$ cat config.mk
export PLATFORM = sky130hd
export DESIGN_NAME = sm_to_tc_pipe
export DESIGN_NICKNAME = d
export VERILOG_FILES = /design/src/rtl/sm_to_tc_pipe.sv
export SDC_FILE = /design/constraint.sdc
export NUM_CORES = 1
export LEC_CHECK = 0
export CAP_MARGIN = 20
export CORE_AREA = 2 2 104 106
export CTS_BUF_LIST = sky130_fd_sc_hd__clkbuf_16
export DETAILED_ROUTE_END_ITERATION = 8
export DIE_AREA = 0 0 106 108
export HOLD_SLACK_MARGIN = 0.08
export PLACE_DENSITY = 0.82
export SETUP_SLACK_MARGIN = 0.3
export SYNTH_ARGS = -nofsm -noshare
export SYNTH_HDL_FRONTEND = slang
export SYNTH_SLANG_ARGS = --single-unit
$ cat constraint.sdc
create_clock -name clk -period 12.3 [get_ports clk]
set_input_delay 1.845 -clock clk [delete_from_list [all_inputs] [get_ports clk]]
set_output_delay 1.845 -clock clk [all_outputs]
set_load 0.05 [all_outputs]
$ cat src/rtl/sm_to_tc_pipe.sv
// sm_to_tc_pipe: two-stage elastic sign-magnitude to two's-complement converter with negative-zero stats
module sm_to_tc_pipe #(
    parameter int W  = 10,
    parameter int N  = 4,
    parameter int CW = 16
) (
    input  logic               clk,
    input  logic               rst,
    input  logic               in_valid,
    output logic               in_ready,
    input  logic [N-1:0]       in_sign,
    input  logic [N*(W-1)-1:0] in_mag,
    output logic               out_valid,
    input  logic               out_ready,
    output logic [N*W-1:0]     out_data,
    input  logic               clr_stats,
    output logic               nz_sticky,
    output logic [CW-1:0]      nz_count
);
    localparam int KW = $clog2(N + 1);
    logic               s1_valid_q, s1_valid_d;
    logic [N-1:0]       s1_sign_q, s1_sign_d;
    logic [N*(W-1)-1:0] s1_mag_q, s1_mag_d;
    logic               s2_valid_q, s2_valid_d;
    logic [N*W-1:0]     s2_data_q, s2_data_d;
    logic               nz_sticky_q, nz_sticky_d;
    logic [CW-1:0]      nz_count_q, nz_count_d;
    logic               s2_adv, s1_adv, in_fire;
    logic [N*W-1:0]     conv;
    logic [KW-1:0]      k;
    logic [CW:0]        sum;
    always_comb begin
        s2_adv   = ~s2_valid_q | out_ready;
        s1_adv   = s1_valid_q & s2_adv;
        in_ready = ~s1_valid_q | s2_adv;
        in_fire  = in_valid & in_ready;
        conv     = '0;
        k        = '0;
        // negating a zero magnitude wraps to 0, so negative zero canonicalises for free
        for (int i = 0; i < N; i++) begin
            conv[i*W +: W] = s1_sign_q[i] ? W'(~{1'b0, s1_mag_q[i*(W-1) +: W-1]} + 1'b1)
                                          : {1'b0, s1_mag_q[i*(W-1) +: W-1]};
            k = k + KW'(s1_sign_q[i] & ~|s1_mag_q[i*(W-1) +: W-1]);
        end
        sum         = {1'b0, nz_count_q} + (CW+1)'(k);
        nz_count_d  = clr_stats ? '0 : s1_adv ? (sum[CW] ? '1 : sum[CW-1:0]) : nz_count_q;
        nz_sticky_d = ~clr_stats & (nz_sticky_q | (s1_adv & (k != '0)));
        s1_valid_d  = in_fire | (s1_valid_q & ~s1_adv);
        s1_sign_d   = in_fire ? in_sign : s1_sign_q;
        s1_mag_d    = in_fire ? in_mag : s1_mag_q;
        s2_valid_d  = s1_adv | (s2_valid_q & ~out_ready);
        s2_data_d   = s1_adv ? conv : s2_data_q;
    end
    always_ff @(posedge clk) begin
        if (rst) begin
            s1_valid_q  <= 1'b0;
            s1_sign_q   <= '0;
            s1_mag_q    <= '0;
            s2_valid_q  <= 1'b0;
            s2_data_q   <= '0;
            nz_sticky_q <= 1'b0;
            nz_count_q  <= '0;
        end else begin
            s1_valid_q  <= s1_valid_d;
            s1_sign_q   <= s1_sign_d;
            s1_mag_q    <= s1_mag_d;
            s2_valid_q  <= s2_valid_d;
            s2_data_q   <= s2_data_d;
            nz_sticky_q <= nz_sticky_d;
            nz_count_q  <= nz_count_d;
        end
    end
    assign out_valid = s2_valid_q;
    assign out_data  = s2_data_q;
    assign nz_sticky = nz_sticky_q;
    assign nz_count  = nz_count_q;
endmodule

==> summary.txt <==
Run status
  – Run status: finished, final reports clean

Cells and area
  – Share of cells above drive strength 1: 5.99%
  – FF+latch area: 1980 sq um
  – Area of the multi-input gates: 2340 sq um
  – Synthesis-to-layout area growth: 31.6%
  – Post-Layout Cell Count: 754
  – Final Instance Area: 5940 sq um
  – N_diodes: 0
  – Fill count: 903
  – Fin nets: roughly 670

Drt
  – Final Routed Wirelength: 10900 um
  – Iteration-0 DRC Markers: 200
  – Drt drc: 0
  – TritonRoute pass-1 iters: 4
  – Vias per std cell: 5.35
  – Avg WL per Cell: 14.5 um
  – Post-route ant nets: 0
  – Vias: 4031

GRT
  – Grt ovf: 0
  – Total Routing Usage GR: between 10% and 20%
  – Initial antenna violation count: 0
  – Largest net degree at the start of global routing: between 80 and 90
  – First-pass GRT wire length: roughly 18000 um
  – Number of global-route vias before repair: roughly 3700

Min path
  – Hold crit path type: flip-flop to flip-flop

Timing
  – Clock Skews: 14.1 ps
  – Final setup vio count: 0
  – Final Hold Fails: 0
  – Slew Limit Fails: 0
  – Max_slew headroom: 30.2%
  – FMAX: a little under 200 MHz
  – Fin Setup TNS: 0 ps
  – Worst slew pin tran: 1040 ps
  – Fin crit share: 42.0%
  – Final Critical Period: 5160 ps
  – RSZ-0062 raised after global routing: false

Run
  – Max_cap viols: 0

Synth
  – Synth unique cells: 42
  – Area leader, netlist: dfxtp_1
  – Synthesized area: roughly 4500 sq um
  – Yosys top cell area share: 43.9%
  – Post-Synthesis Net Count: roughly 590
  – Sequential cell area fraction in the yosys report: 43.9%
  – Cell count after synthesis: approximately 530
  – YS warnings: 0
  – FF+latch count, synth: slightly below 100
  – Mean Syn Cell Area: 8.53 sq um
  – Top post-synthesis cells by area: dfxtp_1 44%, nand2_1 8.2%, a21oi_1 5.7%, a211oi_1 5.3%, xor2_1 4.3%

Clocking
  – Postcts setup bufs: 0
  – Clock Latency Late Sink: 340 ps
  – CTS buffer count: 9
  – Root buffer cell: clkbuf_16
  – H-tree depth: 3
  – Clk pin slew, worst setup/hold paths: 60 ps
  – Hold Buf Count CTS: 0
  – CTS sink cnt: 99
  – CTS tree: built
  – CTS resizes: 0
  – Max clock buf depth: 2

Worst setup path
  – Worst path most repeated cell: clkdlybuf4s50_1
  – CP Buf/Inv Count: 2
  – Worst path max stage delay: 820 ps
  – Cell Chain, Critical Path: clkdlybuf4s50_1, nand3b_1, clkdlybuf4s50_1
  – Worst-path maximum fanout: 3
  – Worst EP required: ~10000 ps
  – Slowest-stage cell, CP: clkdlybuf4s50_1
  – Crit end category: output port
  – CP top delay family: buffers and inverters
  – WS Path Type: input port to output port
  – Crit path arrival time: 3320 ps
  – Worst setup SP type: input port

Floorplanning
  – Die Ht: 108 um
  – Row Count: 37
  – Starting Density: 44.1%
  – Boundary Pins: 104
  – Core area: ~10000 sq um
  – Die X: 106 um
  – Full die area: 11400 sq um

Power
  – Total power: 0.000783 W
  – Pwr/cell area: 132 nW/um^2
  – Pleak: 2.17 nW
  – VDD IR-drop max: around 59 uV

Placement
  – Gpl congestion: around 0.85
  – Post-DP Area: 5620 sq um
  – IO Port Bufs: between 100 and 150
  – Placed cells: 739
  – DPL Wire Length: 7820 um
tightest hold or removal path, stage by stage (launching register included):
cell	delay, ps
dfxtp_1	310
nand2_1	50
a21oi_1	50
final timing paths:
check | to | startpoint | slack, ps | cells after the start
worst max-delay path | in_ready | out_ready | 7140 | 3
worst min-delay path | out_data[30] | out_data[30] | 470 | 2
worst max register to register | nz_count[14] | s1_mag_q[10] | 7700 | 16
worst min register to register | out_data[30] | out_data[30] | 470 | 2
registers in the layout, indices dropped and copies added (netlist names):
register and flops:
out_data 40, nz_count 16, s1_valid_q 1, s1_sign_q 4, out_valid 1, nz_sticky 1
s1_mag_q 36
where the power goes:
| group | total [W] | internal, W | switching, W |
|---|---|---|---|
| sequential | 0.000355 | 0.000338 | 0.0000173 |
| clock | 0.000297 | 0.000178 | 0.000119 |
| combinational | 0.000131 | 0.0000534 | 0.0000775 |
| total | 0.000783 | 0.000569 | 0.000214 |
kinds of logic after synthesis:
group	count (synthesis)	share of synthesized area (%)
buffers and inverters	52	4.49
adders and majority gates	15	4.49
and+or+nand+nor	190	19.5
xor gates and xnor gates	27	5.24
muxes	8	1.78
DFF	99	43.9
AOI/OAI and AO/OA	138	20.6
cell usage in the layout (no fill, tap or decap), drive strengths merged, types with 2 or more instances in the layout:
cell type	instances
nor3	4
and2	6
xor2	22
nand4	2
o21bai	2
or4	9
nor2b	5
nand3	6
nand2	99
ha	13
o221a	3
mux2i	8
o211a	2
dfxtp	99
or3	9
buf	4
clkdlybuf4s50	102
o31ai	13
xnor2	5
fa	2
and4	2
a311oi	5
o21ai	13
bufinv	2
o41ai	4
a31oi	9
clkbuf	9
nor2	40
a21oi	51
or3b	4
inv	22
a211oi	32
through the flow:
| stage | hold WS [ps] | setup WS (ps) | utilization, % |
|---|---|---|---|
| finish | 466 | 7140 | 58.0 |
| global route | 501 | 7080 | 58.0 |
| CTS | 472 | 7130 | 58.0 |
| detailed placement | 460 | 7140 | 54.9 |
| global placement | 449 | 7170 | 54.9 |
| floorplan | 458 | 8090 | - |
synthesized netlist by cell type, drive strengths merged:
cell,count
dfxtp,99
nand2,99
a21oi,51
nor2,40
a211oi,32
clkbuf,26
xor2,22
inv,20
ha,13
o21ai,13
o31ai,13
a31oi,9
or3,9
or4,9
mux2i,8
and2,6
buf,6
nand3,6
a311oi,5
nor2b,5
xnor2,5
nor3,4
o41ai,4
or3b,4
o221a,3
and4,2
fa,2
nand4,2
o211a,2
o21bai,2
a211o,1
and2b,1
nand2b,1
nand3b,1
o2111ai,1
o211ai,1
o311a,1
or2,1
routing by layer:
| layer | vias up | track usage [%] | wire length (um) |
|---|---|---|---|
| li1 | 2040 | - | - |
| met1 | 1877 | 24.7 | 4830 |
| met2 | 106 | 32.8 | 5440 |
| met3 | 8 | 4.16 | 522 |
| met4 | 0 | 6.86 | 140 |
| met5 | - | 0 | 0 |
cell type report:
cell class	count	share of cell area (%)
multi-input combinational	378	39.5
sequential	99	33.4
timing repair buffer	106	17.7
clock buffer	9	3.79
tap	136	2.87
clock inverter	6	1.54
inverter	20	1.26
(Power assumes the default switching activity.)
